==> config.mk <==
export PLATFORM = sky130hd
export DESIGN_NAME = distribute_1x2_sched
export DESIGN_NICKNAME = d
export VERILOG_FILES = /design/src/rtl/distribute_1x2_sched.sv
export SDC_FILE = /design/constraint.sdc
export NUM_CORES = 1
export LEC_CHECK = 0
export ABC_CLOCK_PERIOD_IN_PS = 6550
export CELL_PAD_IN_SITES_DETAIL_PLACEMENT = 1
export CELL_PAD_IN_SITES_GLOBAL_PLACEMENT = 1
export CORE_MARGIN = 3
export CORE_UTILIZATION = 50
export CTS_CLUSTER_SIZE = 8
export DETAILED_ROUTE_END_ITERATION = 8
export PLACE_DENSITY_LB_ADDON = 0.1
export SLEW_MARGIN = 25
export SYNTH_ARGS = -nofsm -noshare
export SYNTH_HDL_FRONTEND = slang
export SYNTH_SLANG_ARGS = --single-unit
==> constraint.sdc <==
create_clock -name clk -period 6.55 [get_ports clk]
set_input_delay 0.9825 -clock clk [delete_from_list [all_inputs] [get_ports clk]]
set_output_delay 0.9825 -clock clk [all_outputs]
set_load 0.005 [all_outputs]
==> src/rtl/distribute_1x2_sched.sv <==
// Command scheduler for one distribute_1x2_comb node: queues {cmd, len}
// entries and issues len+1 beats per entry, each gated on every selected
// downstream branch being ready so a multicast beat is never half-delivered.
module distribute_1x2_sched #(
  parameter int unsigned COMMAND_WIDTH = 2,
  parameter int unsigned LEN_WIDTH     = 8,
  parameter int unsigned CFG_DEPTH     = 4
) (
  input  logic                     clk,
  input  logic                     rst_n,
  input  logic                     i_cfg_valid,
  output logic                     o_cfg_ready,
  input  logic [COMMAND_WIDTH-1:0] i_cfg_cmd,
  input  logic [LEN_WIDTH-1:0]     i_cfg_len,
  input  logic                     i_data_valid,
  output logic                     o_data_ready,
  input  logic                     i_ready_high,
  input  logic                     i_ready_low,
  output logic                     o_en,
  output logic [COMMAND_WIDTH-1:0] o_cmd,
  output logic                     o_valid,
  output logic                     o_done,
  output logic                     o_busy
);

  localparam int unsigned PTR_W = (CFG_DEPTH > 1) ? $clog2(CFG_DEPTH) : 1;
  localparam int unsigned CNT_W = PTR_W + 1;

  typedef struct packed {
    logic [COMMAND_WIDTH-1:0] cmd;
    logic [LEN_WIDTH-1:0]     len;
  } cfg_entry_t;

  typedef enum logic {
    IDLE  = 1'b0,
    ISSUE = 1'b1
  } state_t;

  state_t                   state;
  logic [COMMAND_WIDTH-1:0] cur_cmd;
  logic [LEN_WIDTH-1:0]     cnt;

  cfg_entry_t               mem [CFG_DEPTH];
  logic [PTR_W-1:0]         wr_ptr;
  logic [PTR_W-1:0]         rd_ptr;
  logic [CNT_W-1:0]         count;

  logic                     empty;
  logic                     full;
  logic                     push;
  logic                     push_accept;
  logic                     pop;
  logic                     branch_ok;
  logic                     fire;
  logic                     last_beat;
  cfg_entry_t               head;

  // FIFO status, handshake qualification and node-facing outputs
  always_comb begin
    empty        = (count == '0);
    full         = (count == CNT_W'(CFG_DEPTH));
    head         = mem[rd_ptr];
    push_accept  = i_cfg_valid & ~full;
    // Null commands are acknowledged but never stored
    push         = push_accept & (|i_cfg_cmd);
    branch_ok    = (~cur_cmd[1] | i_ready_high) & (~cur_cmd[0] | i_ready_low);

    o_en         = 1'b0;
    o_cmd        = '0;
    o_data_ready = 1'b0;
    o_valid      = 1'b0;
    if (state == ISSUE) begin
      o_en         = 1'b1;
      o_cmd        = cur_cmd;
      o_data_ready = branch_ok;
      o_valid      = i_data_valid & branch_ok;
    end

    fire        = o_valid;
    last_beat   = fire & (cnt == '0);
    pop         = ~empty & ((state == IDLE) | last_beat);
    o_cfg_ready = ~full;
    o_busy      = (state == ISSUE) | ~empty;
  end

  // Entry storage; contents need no reset, validity is tracked by count
  always_ff @(posedge clk) begin
    if (push) begin
      mem[wr_ptr] <= cfg_entry_t'({i_cfg_cmd, i_cfg_len});
    end
  end

  // FIFO pointers and occupancy
  always_ff @(posedge clk) begin
    if (!rst_n) begin
      wr_ptr <= '0;
      rd_ptr <= '0;
      count  <= '0;
    end else begin
      if (push) wr_ptr <= wr_ptr + PTR_W'(1);
      if (pop)  rd_ptr <= rd_ptr + PTR_W'(1);
      case ({push, pop})
        2'b10:   count <= count + CNT_W'(1);
        2'b01:   count <= count - CNT_W'(1);
        default: count <= count;
      endcase
    end
  end

  // Issue FSM: load entries, count beats, pulse done after the last beat
  always_ff @(posedge clk) begin
    if (!rst_n) begin
      state   <= IDLE;
      cur_cmd <= '0;
      cnt     <= '0;
      o_done  <= 1'b0;
    end else begin
      o_done <= last_beat;
      case (state)
        IDLE: begin
          if (!empty) begin
            cur_cmd <= head.cmd;
            cnt     <= head.len;
            state   <= ISSUE;
          end
        end
        ISSUE: begin
          if (fire) begin
            if (cnt != '0) begin
              cnt <= cnt - LEN_WIDTH'(1);
            end else if (!empty) begin
              // Zero-bubble handoff to the next queued entry
              cur_cmd <= head.cmd;
              cnt     <= head.len;
            end else begin
              state <= IDLE;
            end
          end
        end
        default: state <= IDLE;
      endcase
    end
  end

endmodule

==> impl_metrics.json, run 1 <==
{
  "reg2reg_slack_ns": 3.66,
  "path_buf_inv": 3,
  "grt_pass1_wl_um": 8800,
  "synth_top_family_by_area": "simple AND/OR/NAND/NOR gates",
  "r2r_end": "count[2]$_SDFFE_PN0P_",
  "cp_slowest_cell": "or3_1",
  "p_int_mw": 0.923,
  "slew_headroom_pct": 54.7,
  "synth_xor_area_share_pct": 1.96,
  "htree_levels": 3,
  "post_cts_resized": 0,
  "antenna_cells": 0,
  "cts_max_path_buffers": 2,
  "multiInputGateArea_sq_um": 987,
  "sequentialPowerShare_pct": 40.0,
  "setup_violations": 0,
  "io_buffers": 23,
  "critPathKind": "in -> out",
  "crit_path_frequent_cell": "clkdlybuf4s50_1",
  "hold_start": "cur_cmd[1]$_SDFFE_PN0P_",
  "synthCells": 201,
  "status": "finished, final reports clean",
  "p_leak_nw": 1.10,
  "hold_end": "cur_cmd[1]$_SDFFE_PN0P_",
  "drtPass1Iterations": 4,
  "num-fill-cells": 510,
  "drt_wl_total_um": 5270,
  "ys_ff_latch": 61,
  "die-area_sq_mm": 0.00627,
  "worstSetupStartpointType": "input pin",
  "areaGrowthSynthToFinish_pct": 18.5,
  "clkLatencyLatePin_ns": 0.33,
  "cap_violations": 0,
  "hp-class": "reg -> reg",
  "drive_above_1_share_pct": 12.4,
  "grt_max_degree": 19,
  "synth-edff-count": 40,
  "path_cells": "clkdlybuf4s50_1 > inv_1 > or3_1 > nor2_1 > clkdlybuf4s50_1",
  "hold_depth": 2,
  "hold_violations": 0,
  "drc": 0,
  "r2r_start": "cnt[3]$_SDFFE_PN0N_",
  "cp_max_fo": 12,
  "cts-buffers-inserted": 9,
  "clk_pin_slew_ns": 0.06,
  "tns_ns": 0,
  "rows": 26,
  "synth.distinct_cells": 40,
  "cts_tree": "built",
  "powerDensity_mw_per_mm2": 436,
  "yosys.area_share.simple_pct": 12.3,
  "p_sw_mw": 0.462,
  "clockRootBuffer": "clkbuf_8",
  "cts_sinks": 61,
  "final_antenna_net_count": 0,
  "synth_area_sq_mm": 0.00268,
  "grt_overflow": 0,
  "worst_r2r_path_depth": 10,
  "die_x_um": 79.2,
  "antenna_found_initial": 0,
  "grt_pass1_vias": 1732,
  "viasPerCell": 5.48,
  "rsz0062_at_grt": "no",
  "seq_area_sq_mm": 0.00162,
  "yosysWarnings": 0,
  "synth_seq_area_share_pct": 60.5,
  "cp.arrival_ns": 2.73,
  "synth-async-reset-ratio_pct": 0,
  "synthesis.nets": 224,
  "drtIter0Drc": 77,
  "swShare_pct": 33.4,
  "cts_setup_buffers": 0,
  "ir_worst_vdd_mv": 0.193,
  "crit_family": "buffers and inverters",
  "slew_violations": 0,
  "cts_hold_buf": 0,
  "final.min_clock_period_ns": 3.71,
  "wl_per_cell_um": 17.4,
  "vias": 1659,
  "max_freq_mhz": 270,
  "combPwrFrac_pct": 34.7,
  "die_y_um": 79.2,
  "gp_congestion": 0.721,
  "ys.flop_type": "edfxtp_1",
  "muxShareOfSynthArea_pct": 11.0,
  "critical_path_required_ns": 5.57,
  "core_area_sq_mm": 0.00514,
  "synth_compound_area_share_pct": 7.99,
  "fin_crit_sh_pct": 56.6,
  "hold_ws_ns": 0.465,
  "synth_adder_area_share_pct": 3.55,
  "final.setup_skew_ns": 0.00811,
  "fin_nets": 251,
  "clock_power_share_pct": 25.3,
  "start_util_pct": 52.1,
  "end_kind": "primary output",
  "cp_slowest_stage_delay_ns": 0.55,
  "pin_count": 24,
  "tightest_slew_ns": 0.674,
  "grt_usage_pct": 18.9,
  "avgSynthCellArea_sq_um": 13.3,
  "dp_hpwl_um": 3710
}
layout by cell type (no fill, tap or decap), types with 3 or more instances in the layout:
cell type	instances
nor2_1	9
and2_1	11
nand2b_1	3
nor3_1	7
inv_1	10
mux4_2	10
mux2i_1	7
o21ai_0	5
nor2b_1	4
dfxtp_1	21
clkbuf_8	9
ha_1	6
o22ai_1	3
edfxtp_1	40
clkdlybuf4s50_1	23
xnor2_1	4
or3_1	4
a21oi_1	8
nand2_1	18
how the worst max path moves through the flow:
stage                       from                    end  slack [ns]  cells after the start
floorplan            i_ready_low  count[2]$_SDFFE_PN0P_        3.80                     10
finish              i_data_valid                o_valid        2.84                      5
detailed placement  i_data_valid                o_valid        2.84                      5
global route         i_ready_low                o_valid        2.79                      5
CTS                 i_data_valid                o_valid        2.83                      5
global placement    i_data_valid                o_valid        2.88                      5
power by group through the flow:
stage | Sequential (mW) | Combinational [mW] | Clock (mW)
after floorplan | 0.524 | 0.376 | 0
after global placement | 0.556 | 0.457 | 0
after detailed placement | 0.562 | 0.479 | 0
after CTS | 0.555 | 0.487 | 0.358
after global routing | 0.566 | 0.534 | 0.379
final | 0.554 | 0.481 | 0.350
state kept, by name, summed over array words and instances (netlist names), named ones only:
signal   count
wr_ptr       2
mem         40
state        1
rd_ptr       2
count        3
cnt          8
o_done       1
cur_cmd      2
cell type report:
type | count | area share (%)
Clock buffer | 11 | 4.14
Clock inverter | 5 | 2.37
Inverter | 11 | 1.30
Multi-Input combinational cell | 122 | 31.1
Sequential cell | 61 | 51.1
Tap cell | 70 | 2.76
Timing Repair Buffer | 23 | 7.25
cell usage after synthesis (3+ instances only):
master	count	area share, %
a21oi_1	8	1.5
inv_1	10	1.4
mux4_2	10	8.4
nand2_1	18	2.5
mux2i_1	7	2.6
nor2b_1	4	0.93
ha_1	6	2.8
o21ai_0	5	0.93
nor3_1	7	1.3
dfxtp_1	21	16
or3_1	4	0.93
nor2_1	9	1.3
edfxtp_1	40	45
clkbuf_1	4	0.56
and2_1	11	2.6
nand2b_1	3	0.70
xnor2_1	4	1.3
o22ai_1	3	0.70
cells by family (layout without fill, tap and decap cells):
kind of cell             after synthesis  in the layout
buffers and inverters                 18             50
AND/OR/NAND/NOR                       62             62
multiplexers                          17             17
adder cells (fa/ha/maj)                7              7
flip-flops                            61             61
AO/OA/AOI/OAI                         30             30
XOR/XNOR                               6              6
through the flow:
stage | power, mW | util (%) | area [sq um] | setup slack [ns] | std cells
floorplan | 0.899 | - | 2680 | 3.80 | 201
global placement | 1.01 | 57.7 | 2970 | 2.88 | 287
detailed placement | 1.04 | 57.7 | 2970 | 2.84 | 287
CTS | 1.40 | 61.8 | 3170 | 2.83 | 303
global route | 1.48 | 61.8 | 3170 | 2.79 | 303
finish | 1.39 | 61.8 | 3170 | 2.84 | 303
routing by layer:
layer  part of all wire, %  up-vias  global-route usage [%]
li1                      -      791                       -
met1                    43      824                    23.6
met2                    51       33                    31.1
met3                   3.7       11                    4.08
met4                   1.9        0                    9.79
met5                     0        -                       0
worst min-delay path: cells and delay by family (launching register included):
| family | cells | cell delay (ns) |
|---|---|---|
| DFF | 1 | 0.31 |
| AOI/OAI and AO/OA | 1 | 0.05 |
| and+or+nand+nor | 1 | 0.05 |
No activity file was read; power rests on OpenSTA's default activity.
==> run 2, diff against run 1 <==
- ABC_CLOCK_PERIOD_IN_PS: 6550 -> 3800
- CORE_UTILIZATION: 50 -> 47
- clock period: 6.55 -> 3.8 ns (I/O delays scaled with it)
==> run 2 against run 1 <==
Count of clock-buffer cells in the layout down 2. Non-clock buffer count unchanged. Cell area up 0.24%. Register-to-register slack worse by 2.8 ns. Worst hold slack better by 0.0087 ns. Critical endpoint is now count[2]$_SDFFE_PN0P_. Largest cell class unchanged.
==> impl_metrics.json, run 2 (synthesis results as in run 1) <==
{
  "status": "finished, final reports clean",
  "finish.utilization_pct": 60.0,
  "hold_depth": 2,
  "core_area_sq_mm": 0.00530,
  "post_cts_resized": 0,
  "htree_levels": 3,
  "setup_ws_ns": 0.842,
  "largestRegisters": "mem (40), cnt (8), count (3)",
  "p_int_mw": 1.59,
  "clk_pin_slew_ns": 0.07,
  "cts-buffers-inserted": 9,
  "cts_sinks": 61,
  "drtPass1Iterations": 4,
  "largest_register_ffs": 40,
  "instances_no_fill": 303,
  "final_common_cell": "edfxtp_1",
  "cp.arrival_ns": 3.21,
  "cts_hold_buf": 0,
  "grt_max_degree": 19,
  "setup_violations": 0,
  "die-area_sq_mm": 0.00664,
  "placed_area_sq_mm": 0.00297,
  "start_util_pct": 50.5,
  "stdcell_area_sq_mm": 0.00318,
  "cts_max_path_buffers": 2,
  "p_total_mw": 2.39,
  "cts_setup_buffers": 0,
  "mostFrequentLayoutCells": "40 x edfxtp_1, 23 x clkdlybuf4s50_1, 21 x dfxtp_1, 18 x nand2_1, 11 x and2_1",
  "worst_r2r_path_depth": 10,
  "final.min_clock_period_ns": 2.96,
  "pre_cts_ws_ns": 0.714,
  "rsz0062_at_grt": "no",
  "cts_tree": "built",
  "tightest_slew_ns": 0.732,
  "viasPerCell": 5.50,
  "fin_nets": 251,
  "sequentialPowerShare_pct": 39.9,
  "clock_power_share_pct": 25.5,
  "worstSetupStartpointType": "flop",
  "max_freq_mhz": 338,
  "drc": 0,
  "vias": 1665,
  "hold_ws_ns": 0.474,
  "final.setup_skew_ns": 0.00793,
  "tns_ns": 0,
  "slew_violations": 0,
  "seq_area_sq_mm": 0.00162,
  "grt_usage_pct": 19.1,
  "wl_per_cell_um": 17.3,
  "antenna_found_initial": 0,
  "die_y_um": 81.5,
  "hp-class": "reg -> reg",
  "dp_hpwl_um": 3760,
  "gp_congestion": 0.803,
  "num-fill-cells": 499,
  "rows": 26,
  "grt_pass1_vias": 1766,
  "clockRootBuffer": "clkbuf_8",
  "top_register": "mem",
  "fin_crit_sh_pct": 77.8,
  "end_kind": "flop",
  "swShare_pct": 33.5,
  "p_leak_nw": 1.11,
  "clkLatencyLatePin_ns": 0.34,
  "antenna_cells": 0,
  "final_antenna_net_count": 0,
  "die_x_um": 81.5,
  "drtIter0Drc": 47,
  "io_buffers": 23,
  "critical_path_required_ns": 4.05,
  "drive_above_1_share_pct": 13.3,
  "powerDensity_mw_per_mm2": 752,
  "areaGrowthSynthToFinish_pct": 18.8,
  "drt_wl_total_um": 5230,
  "cp_max_fo": 7,
  "p_sw_mw": 0.803,
  "combPwrFrac_pct": 34.6,
  "multiInputGateArea_sq_um": 987,
  "grt_overflow": 0,
  "place_inst": 287,
  "grt_pass1_wl_um": 8900,
  "critPathKind": "reg -> reg",
  "ir_worst_vdd_mv": 0.304,
  "hold_violations": 0,
  "cap_violations": 0,
  "slew_headroom_pct": 50.8,
  "pin_count": 24
}
## run 2: final timing paths
kind | startpoint | end | slack (ns)
max | cnt[3]$_SDFFE_PN0N_ | count[2]$_SDFFE_PN0P_ | 0.84
min reg2reg | cur_cmd[0]$_SDFFE_PN0P_ | cur_cmd[0]$_SDFFE_PN0P_ | 0.47
min | cur_cmd[0]$_SDFFE_PN0P_ | cur_cmd[0]$_SDFFE_PN0P_ | 0.47
max reg2reg | cnt[3]$_SDFFE_PN0N_ | count[2]$_SDFFE_PN0P_ | 0.84
## run 2: area by class of cell
cell class,instances,share of cell area (%)
repair buffers,23,7.24
clock inverters,7,2.83
well taps,70,2.75
clock buffers,9,3.89
inverters,11,1.30
flip-flops and latches,61,51.0
multi-input cells,122,31.0
## run 2: power groups by stage
stage | combinational [mW] | clock, mW | sequential, mW
final | 0.827 | 0.610 | 0.956
after floorplan | 0.648 | 0 | 0.902
after global routing | 0.935 | 0.666 | 0.978
after CTS | 0.835 | 0.631 | 0.957
after detailed placement | 0.830 | 0 | 0.968
after global placement | 0.789 | 0 | 0.959
## run 2: critical path, stage by stage, from the launching register on
cell	delay [ns]
dfxtp_1	0.36
or3_4	0.44
o41ai_4	0.39
nand3_2	0.23
inv_2	0.15
ha_1	0.20
inv_1	0.06
fa_1	0.39
xor2_1	0.16
or3_1	0.30
a21boi_0	0.19
## run 2: per-layer routing
metal	part of all wire (%)	GRT usage (%)	vias to the layer above	routed length (um)
met5	0	0	-	0
met4	1.0	6.59	0	54
met3	4.2	7.79	7	221
met2	52	31.9	32	2710
met1	43	22.2	834	2240
li1	-	-	792	-
==> run 3, diff against run 2 <==
- ABC_CLOCK_PERIOD_IN_PS: 3800 -> 3000
- clock period: 3.8 -> 3 ns (I/O delays scaled with it)
==> run 3 against run 2 <==
Die area unchanged. Utilization increased by 0.28 points. Non-clock buffer count increased by 5. Critical path type unchanged. Largest power group unchanged.
==> impl_metrics.json, run 3 (synthesis results as in run 1) <==
{
  "wl_met3_um": 220,
  "grt_overflow": 0,
  "fin_crit_sh_pct": 92.8,
  "r2r_start": "cnt[3]$_SDFFE_PN0N_",
  "hold_violations": 0,
  "drtIter0Drc": 66,
  "drt_wl_total_um": 5430,
  "p_leak_nw": 1.12,
  "antenna_found_initial": 0,
  "wl_met2_um": 2790,
  "wl_met1_um": 2360,
  "vias": 1660,
  "post_cts_resized": 0,
  "dp_hpwl_um": 3950,
  "drc": 0,
  "powerDensity_mw_per_mm2": 939,
  "final_common_cell": "edfxtp_1",
  "die_x_um": 81.5,
  "slew_violations": 0,
  "cts_setup_buffers": 0,
  "io_buffers": 23,
  "cts_sinks": 61,
  "final.setup_skew_ns": 0.00359,
  "p_int_mw": 1.96,
  "grt_pass1_wl_um": 9050,
  "max_freq_mhz": 359,
  "swShare_pct": 34.6,
  "htree_levels": 3,
  "startpoint": "cnt[3]$_SDFFE_PN0N_",
  "seq_area_sq_mm": 0.00162,
  "worstSetupStartpointType": "flop",
  "reg2reg_slack_ns": 0.22,
  "clk_pin_slew_ns": 0.07,
  "grt_max_degree": 15,
  "setup_violations": 0,
  "r2r_end": "count[2]$_SDFFE_PN0P_",
  "instances_no_fill": 308,
  "pin_count": 24,
  "clockRootBuffer": "clkbuf_8",
  "clkLatencyLatePin_ns": 0.34,
  "critPathKind": "reg -> reg",
  "die_y_um": 81.5,
  "critical_path_required_ns": 3.25,
  "hold_depth": 2,
  "viasPerCell": 5.39,
  "p_sw_mw": 1.04,
  "grt_pass1_vias": 1769,
  "areaGrowthSynthToFinish_pct": 19.3,
  "rows": 26,
  "tns_ns": 0,
  "num-fill-cells": 538,
  "setup_ws_ns": 0.216,
  "cp_max_fo": 6,
  "combPwrFrac_pct": 36.4,
  "top_register": "mem",
  "fin_nets": 256,
  "ir_worst_vdd_mv": 0.398,
  "mostFrequentLayoutCells": "40 x edfxtp_1, 23 x clkdlybuf4s50_1, 21 x dfxtp_1, 18 x nand2_1, 11 x and2_1",
  "final_antenna_net_count": 0,
  "cp-endpoint": "count[2]$_SDFFE_PN0P_",
  "cp.arrival_ns": 3.04,
  "status": "finished, final reports clean",
  "top_layer_used": "met4",
  "core_area_sq_mm": 0.00530,
  "die-area_sq_mm": 0.00664,
  "slew_headroom_pct": 55.0,
  "largestRegisters": "mem (40), cnt (8), count (3)",
  "wl_per_cell_um": 17.6,
  "antenna_cells": 0,
  "cts-buffers-inserted": 9,
  "rsz0062_at_grt": "no",
  "drtPass1Iterations": 4,
  "end_kind": "flop",
  "largest_register_ffs": 40,
  "cap_violations": 0,
  "place_inst": 292,
  "drive_above_1_share_pct": 15.5,
  "grt_usage_pct": 18.8,
  "cts_tree": "built",
  "pre_cts_ws_ns": 0.192,
  "clock_power_share_pct": 23.3,
  "p_total_mw": 3.00,
  "cts_max_path_buffers": 2,
  "tightest_slew_ns": 0.675,
  "worst_r2r_path_depth": 10,
  "multiInputGateArea_sq_um": 987,
  "cts_hold_buf": 0,
  "gp_congestion": 0.828,
  "final.min_clock_period_ns": 2.78,
  "start_util_pct": 50.5,
  "sequentialPowerShare_pct": 40.2,
  "hp-class": "reg -> reg"
}
-- run 3: worst min path at each step --
stage | slack, ns | start | end
4_1_cts | 0.48 | cur_cmd[0]$_SDFFE_PN0P_ | cur_cmd[0]$_SDFFE_PN0P_
3_5_place_dp | 0.47 | cur_cmd[0]$_SDFFE_PN0P_ | cur_cmd[0]$_SDFFE_PN0P_
5_1_grt | 0.49 | cur_cmd[0]$_SDFFE_PN0P_ | cur_cmd[0]$_SDFFE_PN0P_
2_1_floorplan | 0.44 | cur_cmd[0]$_SDFFE_PN0P_ | cur_cmd[0]$_SDFFE_PN0P_
3_3_place_gp | 0.46 | cur_cmd[1]$_SDFFE_PN0P_ | cur_cmd[1]$_SDFFE_PN0P_
6_report | 0.48 | cur_cmd[0]$_SDFFE_PN0P_ | cur_cmd[0]$_SDFFE_PN0P_
-- run 3: cell type report --
type	instances	area share, %
timing repair buffer	28	8.38
clock buffer	10	3.99
clock inverter	6	2.00
sequential	61	50.7
inverter	11	1.29
multi-input combinational	122	30.9
tap	70	2.74
-- run 3: power by group through the flow --
stage	combinational (mW)	sequential, mW	clock [mW]
after floorplan	0.821	1.14	0
after global placement	1.04	1.21	0
after detailed placement	1.10	1.23	0
after CTS	1.11	1.21	0.721
after global routing	1.23	1.24	0.756
final	1.09	1.21	0.701
-- run 3: per-stage QoR --
step                      util, %  cell area (sq um)  hold WS (ns)
after floorplan                 -               2680         0.439
after CTS                    60.3               3200         0.480
after global placement       56.7               3010         0.463
after detailed placement     56.7               3010         0.471
after global routing         60.3               3200         0.495
final                        60.3               3200         0.477
-- run 3: metal layers --
layer | GRT usage [%] | up-vias
met5 | 0 | -
met4 | 7.09 | 0
met3 | 5.48 | 7
met2 | 31.2 | 34
met1 | 23.2 | 817
li1 | - | 802
-- run 3: critical path, stage by stage (launching register included) --
cell and delay [ns]:
dfxtp_1 0.36, or3_4 0.44, o41ai_4 0.37, nand3_2 0.13
inv_2 0.12, ha_1 0.18, inv_1 0.06, fa_1 0.37
xor2_1 0.16, or3_1 0.30, a21boi_0 0.19
